## src/rtl/ahb_resp_mux.sv

```systemverilog
// AHB-Lite data-phase response mux with a built-in default slave.
// The address-phase HSEL is registered so each data phase is served by the slave addressed one phase earlier.

module ahb_resp_mux_lane #(
  parameter int DW = 32
) (
  input  logic          sel_i,
  input  logic [DW-1:0] rdata_i,
  input  logic          rdy_i,
  input  logic          resp_i,
  output logic [DW-1:0] rdata_o,
  output logic          rdy_o,
  output logic          resp_o
);
  // Masked contribution; the top ORs lanes together, so a deselected lane must read as zero.
  assign rdata_o = sel_i ? rdata_i : '0;
  assign rdy_o   = sel_i & rdy_i;
  assign resp_o  = sel_i & resp_i;
endmodule

module ahb_resp_mux #(
  parameter int NSLV            = 4,
  parameter int DW              = 32,
  parameter int ERR_ON_UNMAPPED = 1
) (
  input  logic               HCLK,
  input  logic               HRESET,
  input  logic [NSLV-1:0]    HSEL,
  input  logic [1:0]         HTRANS,
  input  logic [NSLV*DW-1:0] HRDATA_S,
  input  logic [NSLV-1:0]    HREADYOUT_S,
  input  logic [NSLV-1:0]    HRESP_S,
  output logic [DW-1:0]      HRDATA,
  output logic               HREADY,
  output logic               HRESP,
  output logic               MULTISEL_ERR
);

  typedef enum logic [1:0] {ST_IDLE, ST_ERR1, ST_ERR2} state_t;

  state_t              state_q, state_d;
  logic [NSLV-1:0]     dsel_q, dsel_d;
  logic                msel_q, msel_d;

  logic [NSLV-1:0]     hsel_low;
  logic                hsel_multi;
  logic                unmapped_act;
  logic                accept;
  logic                unused_htrans0;

  logic [NSLV-1:0][DW-1:0] lane_data;
  logic [NSLV-1:0]         lane_rdy;
  logic [NSLV-1:0]         lane_resp;
  logic [DW-1:0]           mux_data;

  assign unused_htrans0 = HTRANS[0];

  // Lowest set bit wins; x & (x-1) is nonzero exactly when more than one bit is set.
  assign hsel_low     = HSEL & (~HSEL + NSLV'(1));
  assign hsel_multi   = |(HSEL & (HSEL - NSLV'(1)));
  assign unmapped_act = HTRANS[1] && (HSEL == '0) && (ERR_ON_UNMAPPED != 0);
  assign accept       = HREADY;

  for (genvar g = 0; g < NSLV; g++) begin : g_lane
    ahb_resp_mux_lane #(.DW(DW)) u_lane (
      .sel_i   (dsel_q[g]),
      .rdata_i (HRDATA_S[g*DW +: DW]),
      .rdy_i   (HREADYOUT_S[g]),
      .resp_i  (HRESP_S[g]),
      .rdata_o (lane_data[g]),
      .rdy_o   (lane_rdy[g]),
      .resp_o  (lane_resp[g])
    );
  end

  always_comb begin
    mux_data = '0;
    for (int i = 0; i < NSLV; i++) mux_data |= lane_data[i];
  end

  // Data-phase outputs: a selected slave owns the bus, otherwise the default slave does.
  always_comb begin
    HRDATA = '0;
    HREADY = 1'b1;
    HRESP  = 1'b0;
    if (|dsel_q) begin
      HRDATA = mux_data;
      HREADY = |lane_rdy;
      HRESP  = |lane_resp;
    end else begin
      case (state_q)
        ST_ERR1: begin
          HREADY = 1'b0;
          HRESP  = 1'b1;
        end
        ST_ERR2: begin
          HREADY = 1'b1;
          HRESP  = 1'b1;
        end
        default: ;
      endcase
    end
  end

  always_comb begin
    state_d = state_q;
    dsel_d  = dsel_q;
    msel_d  = msel_q;
    if (accept) begin
      dsel_d = hsel_low;
      msel_d = msel_q | hsel_multi;
    end
    case (state_q)
      ST_IDLE: if (accept && unmapped_act) state_d = ST_ERR1;
      ST_ERR1: state_d = ST_ERR2;
      ST_ERR2: state_d = unmapped_act ? ST_ERR1 : ST_IDLE;
      default: state_d = ST_IDLE;
    endcase
  end

  always_ff @(posedge HCLK) begin
    if (HRESET) begin
      state_q <= ST_IDLE;
      dsel_q  <= '0;
      msel_q  <= 1'b0;
    end else begin
      state_q <= state_d;
      dsel_q  <= dsel_d;
      msel_q  <= msel_d;
    end
  end

  assign MULTISEL_ERR = msel_q;

endmodule
```

## config.mk

```make
export PLATFORM = sky130hd
export DESIGN_NAME = ahb_resp_mux
export DESIGN_NICKNAME = d
export VERILOG_FILES = /design/src/rtl/ahb_resp_mux.sv
export SDC_FILE = /design/constraint.sdc
export NUM_CORES = 1
export LEC_CHECK = 0
export CORE_UTILIZATION = 31
export CTS_CLUSTER_SIZE = 12
export DETAILED_ROUTE_END_ITERATION = 16
export GPL_TIMING_DRIVEN = 1
export PLACE_DENSITY = 0.84
export SLEW_MARGIN = 10
export SYNTH_ARGS = -nofsm -noshare
export SYNTH_HDL_FRONTEND = slang
export SYNTH_HIERARCHICAL = 1
export SYNTH_SLANG_ARGS = --single-unit
```

## constraint.sdc

```tcl
create_clock -name HCLK -period 1.7 [get_ports HCLK]
set_input_delay 0.34 -clock HCLK [delete_from_list [all_inputs] [get_ports HCLK]]
set_output_delay 0.34 -clock HCLK [all_outputs]
set_load 0.05 [all_outputs]
```

==> flow_summary.yaml <==
run_status:
  status: "finished with violations"
  violations: "setup timing"
pwr:
  powerDensity_nw_per_um2: 453.1
  vdd_drop_max_mv: 0.6211
  power.total_w: 0.002423
  p_leak_nw: 2.226
timing:
  worst_slack_ns: -0.2978
  tns_ns: -8.032
  tightest_slew_ns: 0.3235
  fin_crit_ns: 1.998
  rsz0062_at_grt: "true"
  clock_skew_ns: 0.003178
  period_share_pct: 117.5
  finalHoldViolations: 0
  max_freq_mhz: 500.6
  slew_headroom_pct: 78.27
  maxSlewViolCount: 0
  setup_viol: 40
worst_hold_path:
  min_from: "MULTISEL_ERR"
  worst_hold_path_type: "reg -> reg"
drt:
  dr.pass1.iters: 4
  remaining_drc_errors: 0
  wire_per_inst_um: 24.27
  dr_total_vias: 2978
  drtIter0Drc: 121
  antenna_left: 0
  viasPerCell: 5.444
  drt-total-wl_um: 13280
critical_path:
  slowest_stage: "dfxtp_2"
  crit-reg2reg-capture: "dsel_q[3]"
  required_ns: 1.36
  crit_family: "buffers and inverters"
  start_kind: "register"
  arrival_ns: 1.66
  cp.depth: 7
  crit_buf_inv: 5
  cp_max_fo: 8
  r2r-start: "dsel_q[3]"
  setup.worst_path.start: "dsel_q[1]"
  end_kind: "primary output"
  ff2ff_path_depth: 10
  path_cells: "buf_6 > nor4_4 > buf_4 > buf_8 > buf_16 > nor2_2 > buf_12"
  crit_path_end: "HRDATA[18]"
  reg2reg_slack_ns: -0.24
  critPathMaxStageDelay_ns: 0.35
  path_class: "reg -> out"
global_route:
  grt_usage_pct: 33.43
  grt_overflow: 0
  grt_max_degree: 21
  grt_pass1_vias: 3094
  grt_pass1_wl_um: 16050
  antenna_found_initial: 0
die:
  io_pins: 179
  placementRows: 27
  die_area_um2: 6308
  die_h_um: 79.42
  design.core.area_um2: 5642
  die_x_um: 79.42
  initial_core_util_pct: 32.93
clock_tree:
  clkSlewWorstSetupHoldPaths_ns: 0.04
  root_buffer: "clkbuf_8"
  holdBufCountCts: 0
  cts_tree: "done"
  cts_sinks: 7
  cts_buffer_depth: 2
  numCtsBuffers: 3
  clk_latency_ns: 0.24
  ctsHtreeMaxLevel: 1
finish:
  num_antenna_cells: 0
  nets: 625
  final_cell_mix: "clkdlybuf4s50_1, and2_2, and2_4"
  syn_to_final_growth_pct: 187.8
  fin_util_pct: 94.79
  drive_above_1_share_pct: 64.00
  mostFrequentLayoutCell: "clkdlybuf4s50_1"
  instances_no_fill: 547
  final_cell_area_um2: 5348
placement:
  place.gp.congestion: 0.7881
  portBuffers: 177
  dpl.hpwl_um: 6765
  postPlaceCellArea_um2: 4248
  place_inst: 528
yosys:
  syn-num-nets: 417
  synth.cell_area_um2: 1858
  ys_types: 27
  ys_seq_elements: 7
  synthCells: 268
  ys_warn_count: 6
  yosysSeqAreaShare_pct: 7.542
  syn_avg_cell_area_um2: 6.933
job:
  cap_violations: 0
-- metrics by stage --
step	hold slack, ns	setup WS, ns
after global routing	0.5409	-0.3290
after floorplan	0.4760	-0.08844
after detailed placement	0.4968	-0.3157
final	0.5253	-0.2978
after CTS	0.5102	-0.2253
after global placement	0.4741	-0.3004
-- power breakdown --
| part | switching [W] | internal [W] |
|---|---|---|
| clock | 0.0000906 | 0.000164 |
| sequential | 0.0000161 | 0.000175 |
| combinational | 0.000892 | 0.00109 |
-- Yosys cell counts, drive strengths merged --
cell / number / area [µm²]
nand2b: 1 / 6.260
nor4: 35 / 234.0
nor2: 36 / 135.1
o21ai: 2 / 10.00
dfxtp: 7 / 140.1
mux2: 1 / 15.01
nand4b: 1 / 8.760
a21oi: 6 / 30.03
nand3b: 1 / 7.510
ha: 5 / 62.56
clkbuf: 15 / 71.32
o32ai: 1 / 8.760
o21bai: 1 / 7.510
or3: 2 / 12.51
a31oi: 1 / 6.260
and2: 136 / 1021
nand3: 2 / 10.01
inv: 3 / 11.26
nor3b: 1 / 7.510
nand2: 8 / 30.03
buf: 1 / 3.750
o311ai: 1 / 8.760
mux2i: 1 / 10.01
-- sequential cells by signal (all words and copies together), names as in the netlist --
name	count
MULTISEL_ERR	1
state_q	2
dsel_q	4
-- worst reg2reg max path, cell delays in order (launching register included) --
cell      delay, ns
dfxtp_2        0.33
buf_12         0.13
nor4_4         0.22
buf_4          0.17
mux2_4         0.33
inv_4          0.07
buf_4          0.10
buf_6          0.10
buf_6          0.12
nand4b_1       0.14
a21oi_2        0.16
-- layout make-up --
cell class	instances	area (µm²)
multi-input combinational	242	2461
inverter	3	13.76
timing repair buffer	219	2587
clock buffer	4	45.04
sequential	7	150.1
tap	72	90.09
fill	129	294.0
-- per-layer routing --
metal / routed length [µm] / share of wire, % / global-route usage, %
met1: 4337 / 33 / 30.85
met2: 6954 / 52 / 65.47
met3: 1102 / 8.3 / 9.371
met4: 881 / 6.6 / 17.09
met5: 0 / 0 / 0
-- worst min-delay path by stage --
| stage | endpoint | cells after the start | slack, ns |
|---|---|---|---|
| after floorplan | dsel_q[0] | 2 | 0.48 |
| after global placement | MULTISEL_ERR | 2 | 0.47 |
| after detailed placement | MULTISEL_ERR | 2 | 0.50 |
| after CTS | MULTISEL_ERR | 2 | 0.51 |
| after global routing | dsel_q[0] | 2 | 0.54 |
| final | MULTISEL_ERR | 2 | 0.53 |
-- kinds of logic after synthesis --
group           share of synthesized area, %
simple gates                           79.26
buf+inv                                4.646
compound gates                         3.838
fa+ha+maj                              3.367
mux                                    1.347
flops                                  7.542
-- repair_timing --
item / in CTS / in global routing
setup endpoints to repair: 40 / 41
gates resized for setup: 150 / 66
pin swaps: 49 / 34
setup buffers: 13 / 5
cloned: 1 / 0
No activity file was read; power rests on OpenSTA's default activity.
